--- src/rtl/pwm_pkg.sv ---
// Shared types and helpers for the PWM bank: channel-index width,
// triangle-counter direction and duty saturation.
package pwm_pkg;

  typedef enum logic {
    UP   = 1'b0,
    DOWN = 1'b1
  } dir_e;

  // Channel index needs at least one bit even for a single-channel bank.
  function automatic int chan_w(input int n);
    return (n > 1) ? $clog2(n) : 1;
  endfunction

  function automatic logic [31:0] clamp_duty(input logic [31:0] duty,
                                             input logic [31:0] limit);
    return (duty > limit) ? limit : duty;
  endfunction

endpackage

--- src/rtl/pwm_timebase.sv ---
// Shared PWM timebase: prescaler, period counter and boundary strobe.
// PWM_CENTER_ALIGNED_EN selects a triangle counter instead of a sawtooth.
module pwm_timebase
  import pwm_pkg::*;
#(
  parameter int CNT_W    = 8,
  parameter int PRESCALE = 100,
  parameter int PERIOD   = 100
) (
  input  logic             clk,
  input  logic             reset,
  output logic             boundary_o,
  output logic [CNT_W-1:0] cnt_next_o
);

  localparam int PSC_W = (PRESCALE > 1) ? $clog2(PRESCALE) : 1;
  localparam logic [PSC_W-1:0] PSC_LAST = PSC_W'(PRESCALE - 1);
  localparam logic [CNT_W-1:0] CNT_LAST = CNT_W'(PERIOD - 1);

  logic [PSC_W-1:0] psc_q, psc_d;
  logic [CNT_W-1:0] cnt_q, cnt_d;
  logic             tick_s;

  // Prescaler wraps every PRESCALE clocks; tick marks its last count.
  always_comb begin
    tick_s = (psc_q == PSC_LAST);
    if (tick_s) begin
      psc_d = '0;
    end else begin
      psc_d = psc_q + PSC_W'(1);
    end
  end

`ifdef PWM_CENTER_ALIGNED_EN
  dir_e dir_q, dir_d;

  // Triangle: both end values are held for one tick while direction flips.
  always_comb begin
    cnt_d      = cnt_q;
    dir_d      = dir_q;
    boundary_o = 1'b0;
    if (tick_s) begin
      if (dir_q == UP) begin
        if (cnt_q == CNT_LAST) begin
          dir_d = DOWN;
        end else begin
          cnt_d = cnt_q + CNT_W'(1);
        end
      end else begin
        if (cnt_q == '0) begin
          dir_d      = UP;
          boundary_o = 1'b1;
        end else begin
          cnt_d = cnt_q - CNT_W'(1);
        end
      end
    end else begin
      cnt_d = cnt_q;
    end
  end

  always_ff @(posedge clk or posedge reset) begin
    if (reset) begin
      dir_q <= UP;
    end else begin
      dir_q <= dir_d;
    end
  end
`else
  // Sawtooth: boundary is the tick on the last count.
  always_comb begin
    cnt_d      = cnt_q;
    boundary_o = tick_s && (cnt_q == CNT_LAST);
    if (tick_s) begin
      if (boundary_o) begin
        cnt_d = '0;
      end else begin
        cnt_d = cnt_q + CNT_W'(1);
      end
    end else begin
      cnt_d = cnt_q;
    end
  end
`endif

  always_ff @(posedge clk or posedge reset) begin
    if (reset) begin
      psc_q <= '0;
      cnt_q <= '0;
    end else begin
      psc_q <= psc_d;
      cnt_q <= cnt_d;
    end
  end

  assign cnt_next_o = cnt_d;

endmodule

--- src/rtl/pwm_bank.sv ---
// Multi-channel PWM bank with shadowed duty registers loaded at period
// boundaries. Build option: PWM_CENTER_ALIGNED_EN (center-aligned timebase).
module pwm_bank
  import pwm_pkg::*;
#(
  parameter int CHANNELS = 4,
  parameter int CNT_W    = 8,
  parameter int PRESCALE = 100,
  parameter int PERIOD   = 100
) (
  input  logic                          clk,
  input  logic                          reset,
  input  logic                          wr_valid,
  output logic                          wr_ready,
  input  logic [chan_w(CHANNELS)-1:0]   wr_chan,
  input  logic [CNT_W-1:0]              wr_duty,
  input  logic [CHANNELS-1:0]           gate,
  output logic [CHANNELS-1:0]           pwm_out,
  output logic                          period_start
);

  localparam int CH_W   = chan_w(CHANNELS);
  // One extra bit so a duty of exactly PERIOD = 2^CNT_W stays representable.
  localparam int DUTY_W = CNT_W + 1;

  logic                boundary_s;
  logic [CNT_W-1:0]    cnt_next_s;
  logic                wr_fire_s;
  logic [DUTY_W-1:0]   duty_sat_s;
  logic [DUTY_W-1:0]   shadow_q [CHANNELS];
  logic [DUTY_W-1:0]   shadow_d [CHANNELS];
  logic [DUTY_W-1:0]   active_q [CHANNELS];
  logic [DUTY_W-1:0]   active_d [CHANNELS];
  logic [CHANNELS-1:0] pwm_q, pwm_d;
  logic                period_start_q;

  pwm_timebase #(
    .CNT_W    (CNT_W),
    .PRESCALE (PRESCALE),
    .PERIOD   (PERIOD)
  ) u_timebase (
    .clk        (clk),
    .reset      (reset),
    .boundary_o (boundary_s),
    .cnt_next_o (cnt_next_s)
  );

  assign wr_ready   = ~boundary_s;
  assign wr_fire_s  = wr_valid && wr_ready;
  assign duty_sat_s = DUTY_W'(clamp_duty(32'(wr_duty), 32'(PERIOD)));

  // Outputs compare against next-state cnt/duty so they line up with period_start.
  always_comb begin
    for (int i = 0; i < CHANNELS; i++) begin
      shadow_d[i] = shadow_q[i];
      if (wr_fire_s && (wr_chan == CH_W'(i))) begin
        shadow_d[i] = duty_sat_s;
      end else begin
        shadow_d[i] = shadow_q[i];
      end
      if (boundary_s) begin
        active_d[i] = shadow_q[i];
      end else begin
        active_d[i] = active_q[i];
      end
      pwm_d[i] = gate[i] && ({1'b0, cnt_next_s} < active_d[i]);
    end
  end

  always_ff @(posedge clk or posedge reset) begin
    if (reset) begin
      for (int i = 0; i < CHANNELS; i++) begin
        shadow_q[i] <= '0;
        active_q[i] <= '0;
      end
      pwm_q          <= '0;
      period_start_q <= 1'b0;
    end else begin
      for (int i = 0; i < CHANNELS; i++) begin
        shadow_q[i] <= shadow_d[i];
        active_q[i] <= active_d[i];
      end
      pwm_q          <= pwm_d;
      period_start_q <= boundary_s;
    end
  end

  assign pwm_out      = pwm_q;
  assign period_start = period_start_q;

endmodule
--- config.mk ---
export PLATFORM = sky130hd
export DESIGN_NAME = pwm_bank
export DESIGN_NICKNAME = d
export VERILOG_FILES = /design/src/rtl/pwm_pkg.sv /design/src/rtl/pwm_timebase.sv /design/src/rtl/pwm_bank.sv
export SDC_FILE = /design/constraint.sdc
export NUM_CORES = 1
export LEC_CHECK = 0
export CELL_PAD_IN_SITES_DETAIL_PLACEMENT = 1
export CELL_PAD_IN_SITES_GLOBAL_PLACEMENT = 1
export CORE_ASPECT_RATIO = 1.5
export CORE_UTILIZATION = 52
export DETAILED_ROUTE_END_ITERATION = 12
export PLACE_DENSITY = 0.83
export SLEW_MARGIN = 30
export SYNTH_ARGS = -nofsm -noshare
export SYNTH_HDL_FRONTEND = slang
export SYNTH_SLANG_ARGS = --single-unit
--- constraint.sdc ---
create_clock -name clk -period 5.6 [get_ports clk]
set_input_delay 0.84 -clock clk [delete_from_list [all_inputs] [get_ports clk]]
set_output_delay 0.84 -clock clk [all_outputs]
set_load 0.05 [all_outputs]
==> run_summary.xml <==
<?xml version="1.0" encoding="UTF-8"?>
<metrics>
  <group name="placement">
    <metric name="place.port_buffers" unit="">22</metric>
    <metric name="placed_area" unit="mm²">0.00449</metric>
    <metric name="place_hpwl" unit="mm">7.02</metric>
    <metric name="routabilityCongestion" unit="">0.815</metric>
    <metric name="placement.setup.worst_slack" unit="ps">2100</metric>
  </group>
  <group name="floorplanning">
    <metric name="die_x" unit="µm">75.0</metric>
    <metric name="row_count" unit="">39</metric>
    <metric name="floorplan.core_area" unit="mm²">0.00766</metric>
    <metric name="io_pins" unit="">23</metric>
    <metric name="die_ht" unit="µm">112</metric>
    <metric name="die-area" unit="mm²">0.00836</metric>
    <metric name="initial_utilization" unit="">0.543</metric>
  </group>
  <group name="critical_path">
    <metric name="regToRegSetupSlack" unit="ps">2070</metric>
    <metric name="critical_path.cell_chain" unit="">ha_1, nor4b_2, and4_4, inv_2, clkdlybuf4s50_1</metric>
    <metric name="critical_path_top_delay_cell" unit="">and4_4</metric>
    <metric name="crit_family" unit="">simple AND/OR/NAND/NOR gates</metric>
    <metric name="startpoint_of_the_lowest_slack_register_to_register_path" unit="">u_timebase.cnt_q[0]$_DFF_PP0_</metric>
    <metric name="reg2regPathDepth" unit="">11</metric>
    <metric name="critical_path.startpoint_type" unit="">flip-flop</metric>
    <metric name="path_buf_inv" unit="">2</metric>
    <metric name="crit_path_start" unit="">u_timebase.cnt_q[0]$_DFF_PP0_</metric>
    <metric name="worst-endpoint-required" unit="ps">4760</metric>
    <metric name="worst_path_max_stage_delay" unit="ps">790</metric>
    <metric name="path_max_fanout" unit="">48</metric>
    <metric name="r2r_end" unit="">pwm_out[1]$_DFF_PP0_</metric>
    <metric name="timing.setup.critical_path_class" unit="">reg -&gt; out</metric>
    <metric name="worstSetupEndpointType" unit="">primary output</metric>
    <metric name="critPathArrivalTime" unit="ps">3080</metric>
  </group>
  <group name="timing">
    <metric name="period_utilization_post_route" unit="">0.701</metric>
    <metric name="remaining_max_slew_budget_at_the_tightest_pin" unit="">0.473</metric>
    <metric name="worst_slack" unit="ps">1680</metric>
    <metric name="finalSetupTns" unit="ps">0</metric>
    <metric name="worst_hold_slack" unit="ps">490</metric>
    <metric name="report.final.slew_viol_count" unit="">0</metric>
    <metric name="fin_worst_skew" unit="ps">4.84</metric>
    <metric name="fin_hold_viols" unit="">0</metric>
    <metric name="grt_setup_unrepaired" unit="">no</metric>
    <metric name="final_period_demand_of_the_worst_path" unit="ps">3920</metric>
    <metric name="fmax" unit="MHz">255</metric>
    <metric name="setup_viol" unit="">0</metric>
    <metric name="worst-slew-pin-transition" unit="ps">790</metric>
  </group>
  <group name="clock_network">
    <metric name="clock_path_buffers" unit="">2</metric>
    <metric name="clock_sink_count" unit="">88</metric>
    <metric name="clock_insertion_delay_worst_skew" unit="ps">350</metric>
    <metric name="cts_htree_levels" unit="">3</metric>
    <metric name="cts_resized" unit="">0</metric>
    <metric name="clkSlewWorstSetupHoldPaths" unit="ps">60</metric>
    <metric name="cts_buffers" unit="">9</metric>
    <metric name="clock_tree.root_cell" unit="">clkbuf_16</metric>
    <metric name="post_cts_buffers" unit="">0</metric>
    <metric name="post_cts_hold_buffer_count" unit="">0</metric>
    <metric name="tritoncts" unit="">done</metric>
  </group>
  <group name="layout">
    <metric name="antenna_cells_inserted" unit="">0</metric>
    <metric name="post_route_cells_drive_above_1_share" unit="">0.122</metric>
    <metric name="area_added_between_synthesis_and_finish" unit="%">15.2</metric>
    <metric name="n_fill_cell" unit="">779</metric>
    <metric name="finish.net_count" unit="">428</metric>
    <metric name="stdcell_area" unit="mm²">0.00479</metric>
  </group>
  <group name="logic_synthesis">
    <metric name="synth_flop_cell" unit="">dfrtp_1</metric>
    <metric name="syn-mean-instance-area" unit="µm²">11.8</metric>
    <metric name="synth_sequential_area_ratio" unit="">0.530</metric>
    <metric name="synth.largest_area_cell" unit="">dfrtp_1</metric>
    <metric name="asyncSetResetFlopFracSynth" unit="">1.00</metric>
    <metric name="synth.ff_latch_count" unit="">88</metric>
    <metric name="synth_cell_types" unit="">38</metric>
    <metric name="post_synth_instance_area" unit="mm²">0.00416</metric>
    <metric name="edff_count_synth" unit="">0</metric>
    <metric name="synth_top_cell_area_share" unit="">0.530</metric>
    <metric name="synth.area.top_cells" unit="">dfrtp_1 (53%), ha_1 (9.0%), mux2i_1 (7.2%)</metric>
    <metric name="mappedNetlistNets" unit="">400</metric>
    <metric name="synthesis.yosys.warnings" unit="">0</metric>
    <metric name="synthCells" unit="">353</metric>
  </group>
  <group name="global_route">
    <metric name="grt_pass1_wl" unit="mm">17.2</metric>
    <metric name="grt_antenna_before_repair" unit="">0</metric>
    <metric name="grt_start_max_net_pins" unit="">49</metric>
    <metric name="first_global_vias" unit="">3263</metric>
    <metric name="grt_overflow" unit="">0</metric>
    <metric name="gr-usage-all-layers" unit="">0.291</metric>
  </group>
  <group name="routing">
    <metric name="postRouteAntennaNets" unit="">0</metric>
    <metric name="drt_pre_antenna_iters" unit="">4</metric>
    <metric name="route.vias.total" unit="">2794</metric>
    <metric name="drtIter0Drc" unit="">171</metric>
    <metric name="detail_route.vias_per_cell" unit="">5.73</metric>
    <metric name="route.detailed.wl_per_inst" unit="µm">22.0</metric>
    <metric name="detail_route.wirelength" unit="mm">10.8</metric>
    <metric name="drc" unit="">0</metric>
  </group>
  <group name="status">
    <metric name="outcome" unit="">finished, final reports clean</metric>
  </group>
  <group name="hold_path">
    <metric name="timing.hold.worst_path_depth" unit="">1</metric>
    <metric name="worst_hold_path.endpoint" unit="">u_timebase.psc_q[0]$_DFF_PP0_</metric>
    <metric name="hold_path.class" unit="">reg -&gt; reg</metric>
    <metric name="worst_hold_startpoint" unit="">u_timebase.psc_q[0]$_DFF_PP0_</metric>
  </group>
  <group name="power_and_ir_drop">
    <metric name="fin_total_pwr" unit="mW">1.37</metric>
    <metric name="pwr_density_cell" unit="mW/mm²">287</metric>
    <metric name="p_leak" unit="nW">2.52</metric>
    <metric name="ir_drop" unit="mV">0.207</metric>
  </group>
  <group name="job">
    <metric name="max-cap-violations" unit="">0</metric>
  </group>
</metrics>
[synth_stat cells (2+ instances only)]
library cell / number
nand4_1: 5
o21ai_0: 7
nor3_1: 4
inv_1: 33
mux2_2: 21
nand3_1: 10
xnor2_1: 6
buf_4: 3
nor4bb_1: 2
nor2_1: 19
nand2_1: 17
a21o_1: 13
and3_1: 2
nor2b_1: 6
a21oi_1: 19
dfrtp_1: 88
mux2i_1: 30
xor2_1: 3
a221oi_1: 4
a211oi_1: 4
and2_1: 9
buf_2: 3
ha_1: 30
[where the power goes]
part           internal [mW]  switching, mW  total (mW)
Sequential             0.665         0.0184       0.684
Clock                  0.369          0.244       0.613
Combinational         0.0369         0.0391      0.0760
Total                   1.07          0.301        1.37
[layout by cell type (no fill, tap or decap), types with 2 or more instances in the layout]
| master | synthesis | final |
|---|---|---|
| a211oi_1 | 4 | 4 |
| a21o_1 | 13 | 13 |
| a21oi_1 | 19 | 19 |
| a221oi_1 | 4 | 4 |
| and2_1 | 9 | 9 |
| and3_1 | 2 | 2 |
| buf_4 | 3 | 3 |
| clkbuf_1 | 1 | 2 |
| clkbuf_16 | 0 | 9 |
| clkbuf_8 | 0 | 2 |
| clkdlybuf4s50_1 | 0 | 22 |
| clkinv_2 | 0 | 3 |
| dfrtp_1 | 88 | 88 |
| ha_1 | 30 | 30 |
| inv_1 | 33 | 32 |
| mux2_2 | 21 | 21 |
| mux2i_1 | 30 | 30 |
| nand2_1 | 17 | 17 |
| nand3_1 | 10 | 10 |
| nand4_1 | 5 | 5 |
| nor2_1 | 19 | 19 |
| nor2b_1 | 6 | 6 |
| nor3_1 | 4 | 4 |
| nor4bb_2 | 0 | 2 |
| o21ai_0 | 7 | 7 |
| xnor2_1 | 6 | 6 |
| xor2_1 | 3 | 3 |
[area by class of cell]
type,instances,area [µm²],share of cell area
clock buffers,13,260,0.0543
clock inverters,3,40.0,0.00836
inverters,34,129,0.0269
multi-input cells,223,1790,0.373
flip-flops and latches,88,2200,0.460
well taps,102,128,0.0266
repair buffers,25,243,0.0507
[flip-flops by register name, summed over array words and instances (netlist names)]
name and count:
active_q 36, shadow_q 32, u_timebase.cnt_q 8, u_timebase.psc_q 7, pwm_out 4, period_start 1
[kinds of logic after synthesis]
group / after synthesis / share of synthesized area
flip-flops: 88 / 0.530
XOR/XNOR: 9 / 0.0190
buffers and inverters: 42 / 0.0433
multiplexers: 51 / 0.129
AO/OA/AOI/OAI: 49 / 0.0743
adder cells (fa/ha/maj): 30 / 0.0903
AND/OR/NAND/NOR: 84 / 0.114
[worst register-to-register path, stage by stage (launching register included)]
cell      delay [ps]
dfrtp_1          430
ha_1             280
nor4b_2          270
and4_4           790
a21oi_1          100
o21ai_0          200
nand2_1          230
ha_1             390
a21o_1           210
a21oi_1          190
o21ai_0          100
a211oi_1         240
[worst max path at each step]
stage                             to  slack [ps]  depth (start not counted)
3_5_place_dp                wr_ready        2100                          5
6_report                    wr_ready        1680                          5
5_1_grt                     wr_ready        1510                          5
4_1_cts                     wr_ready        1670                          5
2_1_floorplan  active_q[0]$_DFF_PP0_        2480                          1
3_3_place_gp                wr_ready        2170                          5
[through the flow]
| step | utilization | cells |
|---|---|---|
| after floorplan | - | 353 |
| after global placement | 0.586 | 472 |
| after CTS | 0.625 | 488 |
| after global routing | 0.625 | 488 |
| after detailed placement | 0.586 | 472 |
| final | 0.625 | 488 |
[layer usage]
metal,track usage,share of wire
met3,0.0579,0.034
met5,0,0
met4,0.192,0.056
met2,0.488,0.51
met1,0.321,0.40
Note: power is estimated with default switching activity, not from simulation.
